`src/rtl/freq_pkg.sv`:
```
// Shared definitions for the frequency-count to BCD conversion path.
package freq_pkg;

  localparam int WIDTH_DEF   = 32;
  localparam int DIGITS_DEF  = 10;
  localparam int BCD_DIGIT_W = 4;

  typedef enum logic [1:0] {
    IDLE  = 2'd0,
    SHIFT = 2'd1,
    DONE  = 2'd2
  } state_t;

endpackage

```
`src/rtl/freq_bcd_digit.sv`:
```
// One double-dabble correction cell: a digit of 5 or more gets +3 so that
// the following left shift carries correctly into the next decade.
module freq_bcd_digit
  import freq_pkg::*;
(
  input  logic [BCD_DIGIT_W-1:0] din,
  output logic [BCD_DIGIT_W-1:0] dout
);

  // add-3 correction for digits that would overflow past 9 after the shift
  always_comb begin
    dout = (din >= 4'd5) ? din + 4'd3 : din;
  end

endmodule

```
`src/rtl/freq_bcd_conv.sv`:
```
// Sequential double-dabble converter: binary count in, packed BCD digits and
// a leading-zero blank mask out. One shift/add-3 step per clock. Conversion
// restarts whenever the input differs from the last converted value or on a
// request strobe; a request arriving mid-conversion is remembered.
module freq_bcd_conv
  import freq_pkg::*;
#(
  parameter int WIDTH  = WIDTH_DEF,
  parameter int DIGITS = DIGITS_DEF
) (
  input  logic                          clk,
  input  logic                          RST,
  input  logic [WIDTH-1:0]              data_in,
  input  logic                          conv_req,
  output logic [BCD_DIGIT_W*DIGITS-1:0] bcd_out,
  output logic [DIGITS-1:0]             blank_mask,
  output logic                          bcd_valid,
  output logic                          busy
);

  localparam int ACC_W      = BCD_DIGIT_W * DIGITS;
  localparam int CNT_W      = $clog2(WIDTH + 1);
  // ceil(WIDTH * log10(2)) in integer arithmetic
  localparam int MIN_DIGITS = (WIDTH * 30103 + 99999) / 100000;

  if (DIGITS < MIN_DIGITS) begin : g_digits_check
    $error("freq_bcd_conv: DIGITS too small for WIDTH");
  end

  state_t                   state_reg;
  state_t                   state_next;
  logic [WIDTH-1:0]         last_val_reg;
  logic [WIDTH-1:0]         bin_reg;
  logic [ACC_W-1:0]         acc_reg;
  logic [ACC_W-1:0]         acc_adj;
  logic [CNT_W-1:0]         cnt_reg;
  logic                     pending_reg;
  logic [ACC_W-1:0]         bcd_out_reg;
  logic [DIGITS-1:0]        blank_mask_reg;
  logic                     bcd_valid_reg;
  logic [DIGITS-1:0]        blank_calc;
  logic                     trigger;
  logic                     last_step;

  assign trigger   = (data_in != last_val_reg) || conv_req || pending_reg;
  assign last_step = (cnt_reg == CNT_W'(WIDTH - 1));

  // Per-digit add-3 cells and the leading-zero mask: digit k blanks when it
  // and every more significant digit are zero; digit 0 is never blanked.
  for (genvar gi = 0; gi < DIGITS; gi++) begin : g_digit
    freq_bcd_digit u_digit (
      .din  (acc_reg[gi*BCD_DIGIT_W +: BCD_DIGIT_W]),
      .dout (acc_adj[gi*BCD_DIGIT_W +: BCD_DIGIT_W])
    );
    if (gi == 0) begin : g_lsd
      assign blank_calc[gi] = 1'b0;
    end else begin : g_upper
      assign blank_calc[gi] = (acc_reg[ACC_W-1:gi*BCD_DIGIT_W] == '0);
    end
  end

  // state register
  always_ff @(posedge clk) begin
    if (RST) begin
      state_reg <= IDLE;
    end else begin
      state_reg <= state_next;
    end
  end

  // next-state logic
  always_comb begin
    state_next = state_reg;
    case (state_reg)
      IDLE:    if (trigger) state_next = SHIFT;
      SHIFT:   if (last_step) state_next = DONE;
      DONE:    state_next = IDLE;
      default: state_next = IDLE;
    endcase
  end

  // busy covers every non-idle cycle, i.e. SHIFT through DONE
  always_comb begin
    busy = (state_reg != IDLE);
  end

  // conversion datapath and registered results
  always_ff @(posedge clk) begin
    if (RST) begin
      last_val_reg   <= '0;
      bin_reg        <= '0;
      acc_reg        <= '0;
      cnt_reg        <= '0;
      pending_reg    <= 1'b0;
      bcd_out_reg    <= '0;
      blank_mask_reg <= {{(DIGITS-1){1'b1}}, 1'b0};
      bcd_valid_reg  <= 1'b0;
    end else begin
      bcd_valid_reg <= 1'b0;
      case (state_reg)
        IDLE: begin
          if (trigger) begin
            bin_reg      <= data_in;
            last_val_reg <= data_in;
            acc_reg      <= '0;
            cnt_reg      <= '0;
            pending_reg  <= 1'b0;
          end
        end
        SHIFT: begin
          {acc_reg, bin_reg} <= {acc_adj, bin_reg} << 1;
          cnt_reg            <= cnt_reg + 1'b1;
          if (conv_req) pending_reg <= 1'b1;
        end
        DONE: begin
          bcd_out_reg    <= acc_reg;
          blank_mask_reg <= blank_calc;
          bcd_valid_reg  <= 1'b1;
          if (conv_req) pending_reg <= 1'b1;
        end
        default: ;
      endcase
    end
  end

  assign bcd_out    = bcd_out_reg;
  assign blank_mask = blank_mask_reg;
  assign bcd_valid  = bcd_valid_reg;

endmodule

```
`config.mk`:
```
export PLATFORM = sky130hd
export DESIGN_NAME = freq_bcd_conv
export DESIGN_NICKNAME = d
export VERILOG_FILES = /design/src/rtl/freq_pkg.sv /design/src/rtl/freq_bcd_digit.sv /design/src/rtl/freq_bcd_conv.sv
export SDC_FILE = /design/constraint.sdc
export NUM_CORES = 1
export LEC_CHECK = 0
export CORE_UTILIZATION = 35
export DETAILED_ROUTE_END_ITERATION = 8
export DONT_BUFFER_PORTS = 1
export GPL_TIMING_DRIVEN = 0
export PLACE_DENSITY = 0.47
export REMOVE_ABC_BUFFERS = 1
export SLEW_MARGIN = 20
export SYNTH_ARGS = -nofsm -noshare
export SYNTH_HDL_FRONTEND = slang
export SYNTH_SLANG_ARGS = --single-unit
```
`constraint.sdc`:
```
create_clock -name clk -period 5.25 [get_ports clk]
set_input_delay 0 -clock clk [delete_from_list [all_inputs] [get_ports clk]]
set_output_delay 0 -clock clk [all_outputs]
set_load 0.005 [all_outputs]
```
==> results of run 1 <==
[cell type report]
class	count	area [sq um]
fill	1935	11720
tap	270	337.8
sequential	163	3263
inverter	26	97.59
timing repair buffer	47	609.3
clock buffer	25	515.5
antenna	1	2.502
clock inverter	7	46.29
multi-input combinational	500	3774
[per-stage QoR]
stage	cells	hold WS [ps]	TNS, ps	total power, mW	utilization
after floorplan	689	66.69	0	2.021	-
after global placement	959	88.49	-63430	2.198	0.3647
after detailed placement	968	93.57	0	2.276	0.3773
after CTS	1038	16.97	0	3.525	0.4244
after global routing	1039	52.91	0	3.652	0.4246
final	1039	35.32	0	3.478	0.4246
[layer usage]
metal / wire [microns] / global-route usage / up-vias
met3: 728 / 0.04969 / 18
met5: 0 / 0 / -
met1: 7994 / 0.1981 / 2596
met2: 8262 / 0.2824 / 108
met4: 269 / 0.06354 / 0
li1: - / - / 2700
[worst max-delay path, cell delays in order (launching register included)]
cell and delay (ps):
dfxtp_1 310, inv_1 140, ha_1 620, inv_1 290, a31oi_4 710, buf_16 250, buf_16 170, mux2i_1 210
nor2_1 50, dlygate4sd3_1 560
[synthesized netlist by cell type (2+ instances only)]
cell type / count / area [sq um]
a22o_1: 27 / 236.5
o32ai_1: 8 / 70.07
inv_1: 25 / 93.84
nand2b_1: 18 / 112.6
o31ai_1: 5 / 37.54
a32o_1: 8 / 80.08
a311oi_1: 4 / 35.03
nand2_1: 22 / 82.58
buf_2: 9 / 45.04
a221oi_1: 2 / 17.52
a31oi_1: 2 / 12.51
nor3_1: 5 / 25.02
and3_1: 34 / 212.7
clkbuf_1: 31 / 116.4
nor3b_1: 5 / 37.54
xor2_1: 2 / 17.52
mux2i_1: 74 / 740.7
a221o_1: 33 / 330.3
o211ai_1: 4 / 30.03
xnor2_1: 41 / 359.1
a21oi_1: 18 / 90.09
nor2_1: 86 / 322.8
buf_4: 5 / 37.54
nand3_1: 11 / 55.05
nand4_1: 10 / 62.56
a211o_1: 3 / 26.28
dfxtp_1: 163 / 3263
ha_1: 32 / 400.4
o21ai_0: 24 / 120.1
mux2_2: 5 / 56.30
[worst paths after layout]
kind | endpoint | depth (start not counted)
worst max-delay path | last_val_reg[9] | 9
worst min-delay path | bin_reg[0] | 4
worst max register to register | last_val_reg[9] | 9
worst min register to register | acc_reg[0] | 1
[power groups by stage]
| stage | Combinational (mW) | Sequential, mW | Clock (mW) |
|---|---|---|---|
| floorplan | 0.554 | 1.47 | 0 |
| global placement | 0.711 | 1.49 | 0 |
| detailed placement | 0.786 | 1.49 | 0 |
| CTS | 0.832 | 1.47 | 1.23 |
| global route | 0.896 | 1.48 | 1.28 |
| finish | 0.823 | 1.47 | 1.19 |
[kinds of logic after synthesis]
kind of cell | count (synthesis) | share of synthesized area
xor+xnor | 43 | 0.05157
simple gates | 200 | 0.1369
buf+inv | 73 | 0.04266
other cells | 1 | 0.0005135
compound gates | 145 | 0.1576
fa+ha+maj | 32 | 0.05482
flops | 163 | 0.4468
mux | 79 | 0.1091
==> qor.csv, run 1 <==
stage,metric,value,unit
floorplanning,I/O pin count,87,
floorplanning,Die Ht,146.5,microns
pwr,Flop pwr share,0.422,
pwr,Gate power share,0.237,
critical_path,CP Capture Type,flip-flop,
grt,All-Layer GR Usage,0.1668,
clock_tree,Clock Sinks,163,
critical_path,worst-path fanout max,22,
routing,routed via count,5422,
floorplanning,Die W,146.5,microns
synth,post-synthesis async set-or-reset flop share,0,
routing,Routed WL,17260,microns
timing,Fin. Hold Viols,0,
synth,Mapped Cells,736,
synth,predominant post-synthesis flop cell,dfxtp_1,
synth,post-synthesis cell area,7303,sq um
critical_path,Setup crit start kind,flip-flop,
layout,layout cells sized above 1,0.07422,
clock_tree,Clock Root Buffer,clkbuf_16,
routing,1st-pass router iterations,5,
critical_path,Worst R2R Setup Slack,1810,ps
pwr,VDD IR max,0.0002186,V
critical_path,CP arrival,3750,ps
run_status,status,completed,
flow_run,maxcap violations,0,
placement,cell area after placement,7684,sq um
routing,DRC violations left,0,
layout,nets@finish,822,
layout,"commonest cells after routing, fill and taps aside","dfxtp_1 (163), nor2_1 (84), mux2i_1 (74)",
synth,Synth Register Bits,163,
pwr,total internal power,2.445,mW
grt,vias in the first global route,5604,
timing,Rel. slew slack,0.2592,
min_path,Worst Hold Class,input pin to flip-flop,
timing,min Tclk post-route,3443,ps
synth,YS warnings,0,
synth,number of synthesized flops with an enable pin,0,
pwr,pwr/cell area,402.3,nW/um^2
layout,Final Cell Area,8646,sq um
timing,clock skew,12.03,ps
timing,RSZ-0062 raised after global routing,false,
floorplanning,# rows,52,
synth,sequential element share of the synthesized area,0.4468,
timing,"Worst Setup Slack, final",1807,ps
routing,DR vias/cell,5.218,
grt,antenna violations before repair,1,
layout,"most common cell after layout, fill and taps aside",dfxtp_1,
pwr,sw power,1.033,mW
placement,gpl congestion,0.7462,
critical_path,CP required,5560,ps
floorplanning,die area,21450,sq um
routing,post-route ant nets,0,
clock_tree,"Hold-fix buffers, CTS",38,
pwr,switching part of the total,0.2971,
clock_tree,total CTS buffers,17,
grt,first-pass GRT wire length,28410,microns
critical_path,r2r startpoint,state_reg[0],
floorplanning,initial core utilization,0.3586,
critical_path,"Worst Path Class, Setup",flip-flop to flip-flop,
routing,1st-iter DRT viols,293,
pwr,clock power share,0.342,
layout,area grow syn2layout,18.38,%
grt,GRT overflow,0,
clock_tree,post-CTS setup buffers,0,
timing,max frequency,290.5,MHz
clock_tree,clock buffer depth,2,
clock_tree,"Clk Latency, worst-skew pair",420,ps
clock_tree,Clock H-tree levels,4,
timing,Final Max Tran Viols,0,
routing,WL/cell,16.61,microns
placement,IO Port Bufs,0,
timing,final setup violation count,0,
min_path,worst hold path startpoint,RST,
grt,largest net degree at the start of global routing,108,
clock_tree,# resized after CTS,0,
placement,HPWL after DPL,11150,microns
synth,Syn Area/Cell,9.923,sq um
critical_path,crit path launch,state_reg[0],
synth,count of cell types in the netlist,50,
clock_tree,TritonCTS clock tree,yes,
clock_tree,clock-pin slew on the worst setup and hold paths,60,ps
placement,DP Worst Slack,1940,ps
timing,Slew @ Worst Pin,1111,ps
timing,Final period util,0.6558,
floorplanning,Placeable Area,20360,sq um
pwr,leakage,3.303,nW
Power figures use the tool's default switching activity.
==> run 2, diff against run 1 <==
Settings changed: PLACE_DENSITY 0.47 to 0.49.
Clock period 5.25 ns to 2.8 ns, I/O delays scaled along.
==> qor.csv, run 2 (synthesized netlist as in run 1, its figures left out) <==
stage,metric,value,unit
placement,cell area after placement,7704,sq um
pwr,VDD IR max,0.0004186,V
floorplanning,Die W,146.5,microns
routing,routed via count,5458,
grt,GRT overflow,0,
clock_tree,clock-pin slew on the worst setup and hold paths,60,ps
flow_run,maxcap violations,0,
critical_path,Worst Path Buf+Inv,2,
floorplanning,I/O pin count,87,
floorplanning,initial core utilization,0.3586,
min_path,Hold Path Depth,4,
critical_path,CP arrival,2950,ps
layout,"most common cell after layout, fill and taps aside",dfxtp_1,
critical_path,CP max stage cell,nor4b_4,
layout,area of the multi-input gates,3846,sq um
placement,IO Port Bufs,0,
critical_path,critical path depth,9,
run_status,status,completed,
grt,vias in the first global route,5534,
timing,Rel. slew slack,0.4515,
critical_path,"Worst Path Class, Setup",flip-flop to flip-flop,
critical_path,crit path launch,state_reg[0],
min_path,Worst Hold Class,input pin to flip-flop,
clock_tree,"Clk Latency, worst-skew pair",430,ps
clock_tree,Clock Root Buffer,clkbuf_16,
layout,area grow syn2layout,20.90,%
floorplanning,die area,21450,sq um
critical_path,CP required,3170,ps
floorplanning,Die Ht,146.5,microns
critical_path,CP Capture Type,flip-flop,
clock_tree,Clock Sinks,163,
pwr,leakage,3.408,nW
critical_path,CP max stage delay,350,ps
timing,clock skew,10.58,ps
timing,min Tclk post-route,2581,ps
layout,layout cells sized above 1,0.08549,
timing,Fin. Hold Viols,0,
layout,"commonest cells after routing, fill and taps aside","dfxtp_1 (163), nor2_1 (83), mux2i_1 (74)",
routing,DR vias/cell,5.238,
critical_path,Worst R2R Setup Slack,220,ps
layout,nets@finish,826,
critical_path,CP cell instances,inv_1 -> ha_4 -> buf_16 -> and4bb_2 -> nand4_1 -> nor4b_4 -> nand4_1 -> nor4b_4 -> a221o_1,
grt,antenna violations before repair,0,
timing,max frequency,387.4,MHz
clock_tree,TritonCTS clock tree,yes,
layout,Inserted Diodes,0,
layout,Final Cell Area,8830,sq um
pwr,pwr/cell area,783.5,nW/um^2
clock_tree,total CTS buffers,17,
routing,Routed WL,17520,microns
placement,HPWL after DPL,11210,microns
placement,placed cells,968,
critical_path,r2r startpoint,state_reg[0],
routing,1st-pass router iterations,4,
timing,final setup violation count,0,
critical_path,worst-path fanout max,32,
routing,DRC violations left,0,
grt,first-pass GRT wire length,28380,microns
floorplanning,# rows,52,
timing,RSZ-0062 raised after global routing,false,
layout,fin util,0.4336,
timing,Final period util,0.9218,
pwr,total power,6.918,mW
timing,Hold WS,19.96,ps
layout,Fillers,1936,
routing,WL/cell,16.82,microns
timing,Final Max Tran Viols,0,
grt,All-Layer GR Usage,0.1677,
critical_path,crit path capture,blank_mask[1],
layout,Sequential Area,3263,sq um
clock_tree,Clock H-tree levels,4,
routing,post-route ant nets,0,
timing,Slew @ Worst Pin,822.8,ps
placement,gpl congestion,0.7747,
critical_path,R2R Path End,blank_mask[1],
grt,largest net degree at the start of global routing,108,
layout,Finished Layout Cells,1042,
routing,1st-iter DRT viols,281,
critical_path,"delay-heaviest family, CP",simple AND/OR/NAND/NOR gates,
critical_path,Setup crit start kind,flip-flop,
floorplanning,Placeable Area,20360,sq um
clock_tree,clock buffer depth,2,
critical_path,cells on worst reg2reg path,9,
[run 2: timing repair]
| action | CTS | global route |
|---|---|---|
| cloned | 1 | 0 |
| resized for setup | 6 | 3 |
| setup buffers | 4 | 2 |
| pin swaps | 2 | 2 |
| setup endpoints to repair | 73 | 45 |
| hold buffers | 35 | 0 |
| endpoints found under the hold margin | 145 | 0 |
[run 2: per-stage QoR]
step | TNS (ps) | setup WS, ps
final | 0 | 218.9
after CTS | 0 | 13.00
after global routing | 0 | 36.54
after global placement | -304770 | -3187
after floorplan | -131100 | -1712
after detailed placement | -15030 | -301.3
[run 2: where the power goes]
part | internal, mW | switching [mW] | leakage (nW) | total, mW
clock | 1.63 | 0.934 | 0.311 | 2.56
sequential | 2.58 | 0.173 | 1.33 | 2.76
combinational | 0.753 | 0.845 | 1.77 | 1.60
total | 4.97 | 1.95 | 3.41 | 6.92
[run 2: worst register-to-register path, cell delays in order (launching register included)]
cell      delay (ps)
dfxtp_1          320
inv_1            140
ha_4             190
buf_16           240
and4bb_2         340
nand4_1          180
nor4b_4          320
nand4_1          260
nor4b_4          350
a221o_1          180
[run 2: layout make-up]
class,instances,area share
tap,270,0.03826
timing repair buffer,50,0.07255
inverter,26,0.01105
clock inverter,9,0.01998
clock buffer,23,0.05300
sequential,163,0.3696
multi-input combinational,501,0.4356
[run 2: routing by layer]
metal / share of wire / wire, microns / track usage
met3: 0.044 / 764 / 0.04438
met1: 0.46 / 8087 / 0.2070
met5: 0 / 0 / 0
met4: 0.016 / 286 / 0.06146
met2: 0.48 / 8384 / 0.2798
[run 2: how the worst min path moves through the flow]
stage / startpoint / to / slack, ps
2_1_floorplan: RST / bcd_valid / 70
3_3_place_gp: RST / last_val_reg[11] / 80
3_5_place_dp: RST / last_val_reg[11] / 90
4_1_cts: RST / bin_reg[0] / 10
5_1_grt: RST / bin_reg[0] / 50
6_report: RST / bin_reg[0] / 20
==> run 3, diff against run 2 <==
Settings changed: PLACE_DENSITY 0.49 to 0.47, SKIP_LAST_GASP set to 1.
Clock period 2.8 ns to 2.5 ns, I/O delays scaled along.
==> qor.csv, run 3 (synthesized netlist as in run 1, its figures left out) <==
stage,metric,value,unit
critical_path,"Worst Path Class, Setup",flip-flop to flip-flop,
timing,Hold WS,50.97,ps
floorplanning,I/O pin count,87,
critical_path,worst-path fanout max,23,
layout,layout cells sized above 1,0.1061,
critical_path,Worst R2R Setup Slack,40,ps
timing,max frequency,406.4,MHz
grt,GRT overflow,0,
timing,"Worst Setup Slack, final",39.25,ps
routing,1st-iter DRT viols,310,
grt,first-pass GRT wire length,29140,microns
floorplanning,# rows,52,
critical_path,CP cell instances,xnor2_1 -> nand4_1 -> nor2_2 -> and3_2 -> a21oi_4 -> buf_8 -> buf_16 -> a221o_1,
timing,Final Max Tran Viols,0,
timing,Fin. Hold Viols,0,
critical_path,CP max stage delay,420,ps
timing,Final period util,0.9843,
floorplanning,initial core utilization,0.3586,
layout,"most common cell after layout, fill and taps aside",dfxtp_1,
grt,largest net degree at the start of global routing,108,
layout,area of the multi-input gates,3885,sq um
pwr,total power,7.476,mW
layout,area grow syn2layout,21.54,%
clock_tree,clock-pin slew on the worst setup and hold paths,60,ps
routing,WL/cell,16.93,microns
timing,Slew @ Worst Pin,504.0,ps
timing,min Tclk post-route,2461,ps
floorplanning,Die W,146.5,microns
critical_path,Setup crit start kind,flip-flop,
routing,1st-pass router iterations,4,
flow_run,maxcap violations,0,
layout,Fillers,1911,
critical_path,crit path launch,last_val_reg[30],
placement,gpl congestion,0.7462,
timing,final setup violation count,0,
critical_path,CP arrival,2770,ps
placement,IO Port Bufs,0,
pwr,VDD IR max,0.0004621,V
routing,DR vias/cell,5.296,
critical_path,CP max stage cell,nor2_2,
run_status,status,completed,
placement,cell area after placement,7684,sq um
routing,post-route ant nets,0,
grt,All-Layer GR Usage,0.1719,
timing,RSZ-0062 raised after global routing,true,
routing,DRC violations left,0,
min_path,worst hold path startpoint,RST,
critical_path,r2r startpoint,last_val_reg[30],
critical_path,CP Capture Type,flip-flop,
routing,Routed WL,17830,microns
floorplanning,die area,21450,sq um
grt,vias in the first global route,5667,
floorplanning,Placeable Area,20360,sq um
min_path,Worst Hold Class,input pin to flip-flop,
clock_tree,"Clk Latency, worst-skew pair",430,ps
pwr,pwr/cell area,842.3,nW/um^2
timing,Rel. slew slack,0.6640,
clock_tree,clock buffer depth,2,
placement,HPWL after DPL,11150,microns
clock_tree,Clock H-tree levels,4,
min_path,Min-Delay Endpoint,bin_reg[0],
layout,Final Cell Area,8876,sq um
grt,antenna violations before repair,1,
timing,setup TNS,0,ps
clock_tree,Clock Sinks,163,
clock_tree,TritonCTS clock tree,yes,
routing,routed via count,5577,
floorplanning,Die Ht,146.5,microns
pwr,leakage,3.449,nW
critical_path,R2R Path End,bin_reg[5],
critical_path,CP required,2810,ps
layout,"commonest cells after routing, fill and taps aside","dfxtp_1 (163), nor2_1 (83), mux2i_1 (74)",
clock_tree,Clock Root Buffer,clkbuf_16,
timing,clock skew,10.26,ps
clock_tree,total CTS buffers,17,
min_path,Hold Path Depth,4,
layout,Sequential Area,3263,sq um
critical_path,cells on worst reg2reg path,8,
layout,nets@finish,836,
placement,DP Worst Slack,-809.8,ps
[run 3: timing repair]
action,in CTS,in global routing
gates cloned,2,0
gates resized for setup,10,6
hold endpoints to repair,144,0
setup endpoints to repair,105,74
hold buffers,35,0
buffers inserted,8,7
pin swaps,5,6
[run 3: cell type report]
cell class / instances / share of cell area
inverter: 26 / 0.01100
tap: 270 / 0.03806
antenna: 1 / 0.0002819
clock buffer: 25 / 0.05808
sequential: 163 / 0.3676
timing repair buffer: 60 / 0.08204
clock inverter: 7 / 0.005216
multi-input combinational: 501 / 0.4377
[run 3: through the flow]
step	instances	util
floorplan	689	-
global placement	959	0.3647
detailed placement	968	0.3773
CTS	1045	0.4312
global route	1053	0.4359
finish	1053	0.4359
[run 3: how the worst max path moves through the flow]
stage	depth (start not counted)	endpoint	slack, ps
4_1_cts	8	bin_reg[13]	7
3_3_place_gp	6	bin_reg[5]	-3610
6_report	8	bin_reg[5]	40
5_1_grt	9	blank_mask[1]	-40
3_5_place_dp	8	bin_reg[28]	-810
2_1_floorplan	6	bin_reg[10]	-2010
[run 3: critical path, delay by kind of cell (launching register included)]
family,cells,cell delay [ps]
xor gates and xnor gates,1,340
DFF,1,320
and+or+nand+nor,3,950
AOI/OAI and AO/OA,2,390
buffers and inverters,2,330
[run 3: power by group]
part / internal (mW) / switching [mW]
registers: 2.89 / 0.190
logic: 0.920 / 0.975
clock network: 1.43 / 1.07
[run 3: layer usage]
metal / routed length [microns] / track usage / vias up
met5: 0 / 0 / -
met4: 368 / 0.06510 / 0
met3: 900 / 0.04719 / 23
met2: 8562 / 0.2914 / 134
met1: 7995 / 0.2065 / 2693
li1: - / - / 2727
